`src/rtl/serial_add_sub_ctrl.sv`:
```
`default_nettype none
// ============================================================================
// Module   : serial_add_sub_ctrl
// Brief    : Bit-serial WIDTH-bit add/subtract sequencer driving one external
//            1-bit full adder/subtractor cell, LSB first, with a done pulse.
// Revision : 1.0 - initial release
// ============================================================================
module serial_add_sub_ctrl #(
  parameter int WIDTH = 8
) (
  input  logic             clk,
  input  logic             rst,
  input  logic             start,
  input  logic             op,
  input  logic [WIDTH-1:0] op_a,
  input  logic [WIDTH-1:0] op_b,
  output logic             busy,
  output logic             done,
  output logic [WIDTH-1:0] result,
  output logic             cout,
  output logic             fa_a,
  output logic             fa_b,
  output logic             fa_c,
  input  logic             fa_sum,
  input  logic             fa_carry,
  input  logic             fa_diff,
  input  logic             fa_bor
);

  localparam int c_CNT_W = (WIDTH > 2) ? $clog2(WIDTH) : 1;
  localparam logic [c_CNT_W-1:0] c_LAST = c_CNT_W'(WIDTH - 1);

  localparam logic [1:0] c_ST_IDLE = 2'd0;
  localparam logic [1:0] c_ST_RUN  = 2'd1;
  localparam logic [1:0] c_ST_DONE = 2'd2;

  logic [1:0]         r_state;
  logic [1:0]         w_state_nxt;
  logic               r_op;
  logic [WIDTH-1:0]   r_a;
  logic [WIDTH-1:0]   r_b;
  logic [WIDTH-1:0]   r_shadow;
  logic               r_chain;
  logic [c_CNT_W-1:0] r_cnt;
  logic [WIDTH-1:0]   r_result;
  logic               r_cout;

  logic               w_accept;
  logic               w_run;
  logic               w_last;
  logic               w_bit;
  logic               w_chain_nxt;
  logic [WIDTH-1:0]   w_shadow_nxt;

  assign w_accept     = (r_state == c_ST_IDLE) && start;
  assign w_run        = (r_state == c_ST_RUN);
  assign w_last       = w_run && (r_cnt == c_LAST);
  assign w_bit        = r_op ? fa_diff : fa_sum;
  assign w_chain_nxt  = r_op ? fa_bor  : fa_carry;
  assign w_shadow_nxt = {w_bit, r_shadow[WIDTH-1:1]};

  // State register
  always_ff @(posedge clk) begin
    if (rst) begin
      r_state <= c_ST_IDLE;
    end else begin
      r_state <= w_state_nxt;
    end
  end

  // Next-state logic
  always_comb begin
    w_state_nxt = r_state;
    case (r_state)
      c_ST_IDLE: if (start) w_state_nxt = c_ST_RUN;
      c_ST_RUN:  if (r_cnt == c_LAST) w_state_nxt = c_ST_DONE;
      c_ST_DONE: w_state_nxt = c_ST_IDLE;
      default:   w_state_nxt = c_ST_IDLE;
    endcase
  end

  // Output decode; cell inputs are forced low outside RUN
  always_comb begin
    busy = 1'b0;
    done = 1'b0;
    fa_a = 1'b0;
    fa_b = 1'b0;
    fa_c = 1'b0;
    case (r_state)
      c_ST_RUN: begin
        busy = 1'b1;
        fa_a = r_a[0];
        fa_b = r_b[0];
        fa_c = r_chain;
      end
      c_ST_DONE: begin
        busy = 1'b1;
        done = 1'b1;
      end
      default: ;
    endcase
  end

  // Operand shift registers, carry/borrow chain and bit counter
  always_ff @(posedge clk) begin
    if (rst) begin
      r_op     <= 1'b0;
      r_a      <= '0;
      r_b      <= '0;
      r_shadow <= '0;
      r_chain  <= 1'b0;
      r_cnt    <= '0;
    end else if (w_accept) begin
      r_op     <= op;
      r_a      <= op_a;
      r_b      <= op_b;
      r_shadow <= '0;
      r_chain  <= 1'b0;
      r_cnt    <= '0;
    end else if (w_run) begin
      r_a      <= r_a >> 1;
      r_b      <= r_b >> 1;
      r_shadow <= w_shadow_nxt;
      r_chain  <= w_chain_nxt;
      r_cnt    <= r_cnt + 1'b1;
    end
  end

  // Visible result only changes on the final bit, so it stays stable during RUN
  always_ff @(posedge clk) begin
    if (rst) begin
      r_result <= '0;
      r_cout   <= 1'b0;
    end else if (w_last) begin
      r_result <= w_shadow_nxt;
      r_cout   <= w_chain_nxt;
    end
  end

  assign result = r_result;
  assign cout   = r_cout;

endmodule
`default_nettype wire

```
`config.mk`:
```
export PLATFORM = sky130hd
export DESIGN_NAME = serial_add_sub_ctrl
export DESIGN_NICKNAME = d
export VERILOG_FILES = /design/src/rtl/serial_add_sub_ctrl.sv
export SDC_FILE = /design/constraint.sdc
export NUM_CORES = 1
export LEC_CHECK = 0
export ABC_AREA = 1
export CAP_MARGIN = 25
export CORE_MARGIN = 10
export CORE_UTILIZATION = 30
export DETAILED_ROUTE_END_ITERATION = 8
export GPL_TIMING_DRIVEN = 1
export PLACE_DENSITY = 0.51
export SYNTH_ARGS = -nofsm -noshare
export SYNTH_HDL_FRONTEND = slang
export SYNTH_SLANG_ARGS = --single-unit
```
`constraint.sdc`:
```
create_clock -name clk -period 1.35 [get_ports clk]
set_clock_uncertainty 0.1 [all_clocks]
set_input_delay 0.27 -clock clk [delete_from_list [all_inputs] [get_ports clk]]
set_output_delay 0.27 -clock clk [all_outputs]
set_load 0.01 [all_outputs]
```
==> results.py <==
metrics = {
    "timing": {
        "fin_ws_ns": -0.186,
        "slew_headroom_pct": 80.0,
        "drv_slew": 0,
        "hold_viol_final": 0,
        "fmax_mhz": 651,
        "tightest_slew_ns": 0.297,
        "rsz0062_at_grt": "yes",
        "fin_crit_ns": 1.54,
        "post-route-period-util_pct": 114,
        "setup_viol": 30,
    },
    "worst_setup_path": {
        "path_buf_inv": 4,
        "criticalPathCategory": "reg -> out",
        "worstPathRequired_ns": 0.98,
        "cp.arrival_ns": 1.17,
        "worst-path-max-fanout": 5,
        "rr_worst_depth": 9,
        "r2r_start": "r_state[1]$_SDFFE_PP0P_",
        "cp-end-kind": "primary output",
        "crit_family": "flip-flops",
        "rr_endpoint": "cout$_SDFFE_PP0P_",
        "crit_cells": 6,
        "critPathLaunch": "r_state[1]$_SDFFE_PP0P_",
        "cp_slowest_cell": "dfxtp_2",
        "crit_chain": "inv_2 -> ha_4 -> buf_6 -> nand2_4 -> inv_2 -> buf_6",
        "endpoint": "fa_a",
        "r2r_slack_ns": -0.07,
        "cpPeakStageDelay_ns": 0.34,
        "startpoint_type": "flip-flop",
    },
    "drt": {
        "viasPerCell": 4.46,
        "firstDrtPassIters": 4,
        "wl_mm": 4.73,
        "drc": 0,
        "dr.first_iter.drc_count": 39,
        "dr_total_vias": 1785,
        "ant_nets": 0,
        "drt-wirelength-per-cell_um": 11.8,
    },
    "synth": {
        "synth-seq-area-share_pct": 42.9,
        "async_reset_ff_share_pct": 0,
        "synthFlopType": "dfxtp_1",
        "synth_edf_count": 0,
        "synthTopCellsByCount": "nand2_1 (94), dfxtp_1 (39), a21oi_1 (28)",
        "yosys.area.top_type_share_pct": 42.9,
        "syn-cell-area_mm2": 0.00182,
        "synth_nets": 294,
        "syn_area_per_cell_um2": 6.90,
        "yosysMostFrequentCell": "nand2_1",
        "synth.largest_area_cell": "dfxtp_1",
        "synth_area_leaders": "dfxtp_1 (43%), nand2_1 (19%), a21oi_1 (7.7%), inv_1 (5.6%), nor2_1 (4.5%)",
        "ys_warn_count": 0,
        "synthDistinctLibCells": 20,
        "syn_inst": 264,
        "ys_seq_elements": 39,
    },
    "cts": {
        "clock_path_buffers": 2,
        "ctsHtreeMaxLevel": 2,
        "clock-sinks": 39,
        "clk_latency_ns": 0.29,
        "cts_hold_buf": 0,
        "cts_tree": "yes",
        "cts_root_buf": "clkbuf_8",
        "path_clk_slew_ns": 0.08,
        "cts_buffers": 5,
    },
    "global_route": {
        "grt_pass1_wl_mm": 7.60,
        "grt_max_degree": 18,
        "gr-usage-all-layers_pct": 9.37,
        "grt_overflow": 0,
        "antenna_found_initial": 0,
        "grt_pass1_vias": 1722,
    },
    "floorplan": {
        "die_area_mm2": 0.00958,
        "rows": 28,
        "die-height_um": 97.9,
        "pin_count": 38,
        "die_x_um": 97.9,
        "start_util_pct": 30.7,
        "core-area_mm2": 0.00592,
    },
    "finish": {
        "area_delta_synth_final_pct": 66.3,
        "layout-drive-gt1-share_pct": 37.8,
        "stdcell_area_mm2": 0.00303,
        "finish.net_count": 354,
        "diodes": 0,
        "finalNonFillerCells": 400,
    },
    "placed_design": {
        "dp_hpwl_mm": 2.94,
        "dpl_cell_area_mm2": 0.00233,
        "place_congestion": 0.754,
        "dp_cells": 380,
        "port_buffers": 37,
    },
    "power": {
        "p_leak_uw": 0.00131,
        "ir_worst_vdd_v": 0.000581,
        "powerDensity_mw_per_mm2": 1090,
    },
    "worst_hold_path": {
        "hold_path_class": "reg -> reg",
    },
    "outcome": {
        "status": "finished with violations",
        "violations": "negative setup slack",
    },
    "flow_run": {
        "cap_violations": 0,
    },
}
[where the power goes]
group	switching, µW	internal [µW]
sequential	58.2	1230
clock	425	598
combinational	481	512
[worst register-to-register path, delay by kind of cell (launching register included)]
kind            cells  cell delay, ns
simple gates        3            0.17
compound gates      1            0.10
fa+ha+maj           1            0.17
flops               1            0.33
buf+inv             4            0.48
[worst min path at each step]
stage	from	endpoint	slack (ns)	depth (start not counted)
6_report	r_shadow[1]$_SDFFE_PP0P_	r_shadow[1]$_SDFFE_PP0P_	0.37	2
5_1_grt	r_cnt[1]$_SDFFE_PP0P_	r_cnt[1]$_SDFFE_PP0P_	0.39	2
4_1_cts	r_shadow[1]$_SDFFE_PP0P_	r_shadow[1]$_SDFFE_PP0P_	0.36	2
3_5_place_dp	r_shadow[1]$_SDFFE_PP0P_	r_shadow[1]$_SDFFE_PP0P_	0.35	2
3_3_place_gp	r_cnt[1]$_SDFFE_PP0P_	r_cnt[1]$_SDFFE_PP0P_	0.35	2
2_1_floorplan	op_a[7]	r_a[7]$_SDFFE_PP0P_	0.32	2
[per-stage QoR]
| stage | total power (µW) | hold WS [ns] | setup TNS [ns] | util [%] | setup WS, ns |
|---|---|---|---|---|---|
| final | 3300 | 0.368 | -1.37 | 51.1 | -0.186 |
| after global routing | 3480 | 0.390 | -3.62 | 51.1 | -0.240 |
| after detailed placement | 1900 | 0.354 | -9.66 | 39.3 | -0.420 |
| after floorplan | 1690 | 0.317 | 0 | - | 0.00224 |
| after global placement | 1900 | 0.348 | -9.17 | 39.3 | -0.413 |
| after CTS | 3100 | 0.365 | -1.22 | 45.2 | -0.210 |
[kinds of logic after synthesis]
group	after synthesis	share of synthesized area [%]
xor gates and xnor gates	1	0.481
AOI/OAI and AO/OA	38	10.4
DFF	39	42.9
buffers and inverters	45	12.4
and+or+nand+nor	135	29.7
adders and majority gates	6	4.12
[flip-flops by register name, summed over array words and instances, names as in the netlist]
name      count
cout          1
r_a           8
result        8
r_op          1
r_cnt         3
r_chain       1
r_b           8
r_shadow      7
r_state       2
[layer usage]
metal	track usage [%]	part of all wire (%)
met1	9.77	44
met2	16.9	50
met3	3.17	4.5
met4	3.69	1.4
met5	0	0
[cell usage in the layout (no fill, tap or decap), types with 8 or more instances in the layout]
cell type / count
clkdlybuf4s50_1: 23
a21oi_1: 10
dfxtp_1: 35
a21oi_2: 18
nand2_1: 73
nand2_2: 17
dlygate4sd2_1: 8
nor2_2: 8
nor2_1: 14
inv_1: 23
buf_6: 10
buf_4: 13
nand3_2: 9
[repair_timing]
| item | 4_1_cts | 5_1_grt |
|---|---|---|
| endpoints found under the setup margin | 53 | 44 |
| setup buffers | 7 | 1 |
| gates cloned | 2 | 3 |
| pin swaps | 10 | 19 |
| gates resized for setup | 76 | 82 |
[layout make-up]
cell class | instances | area, µm²
repair inverters | 1 | 6.26
clock buffers | 6 | 82.6
well taps | 75 | 93.8
flip-flops and latches | 39 | 788
fillers | 595 | 2890
repair buffers | 65 | 711
clock inverters | 2 | 35.0
multi-input cells | 181 | 1160
inverters | 31 | 149
No activity file was read; power rests on OpenSTA's default activity.
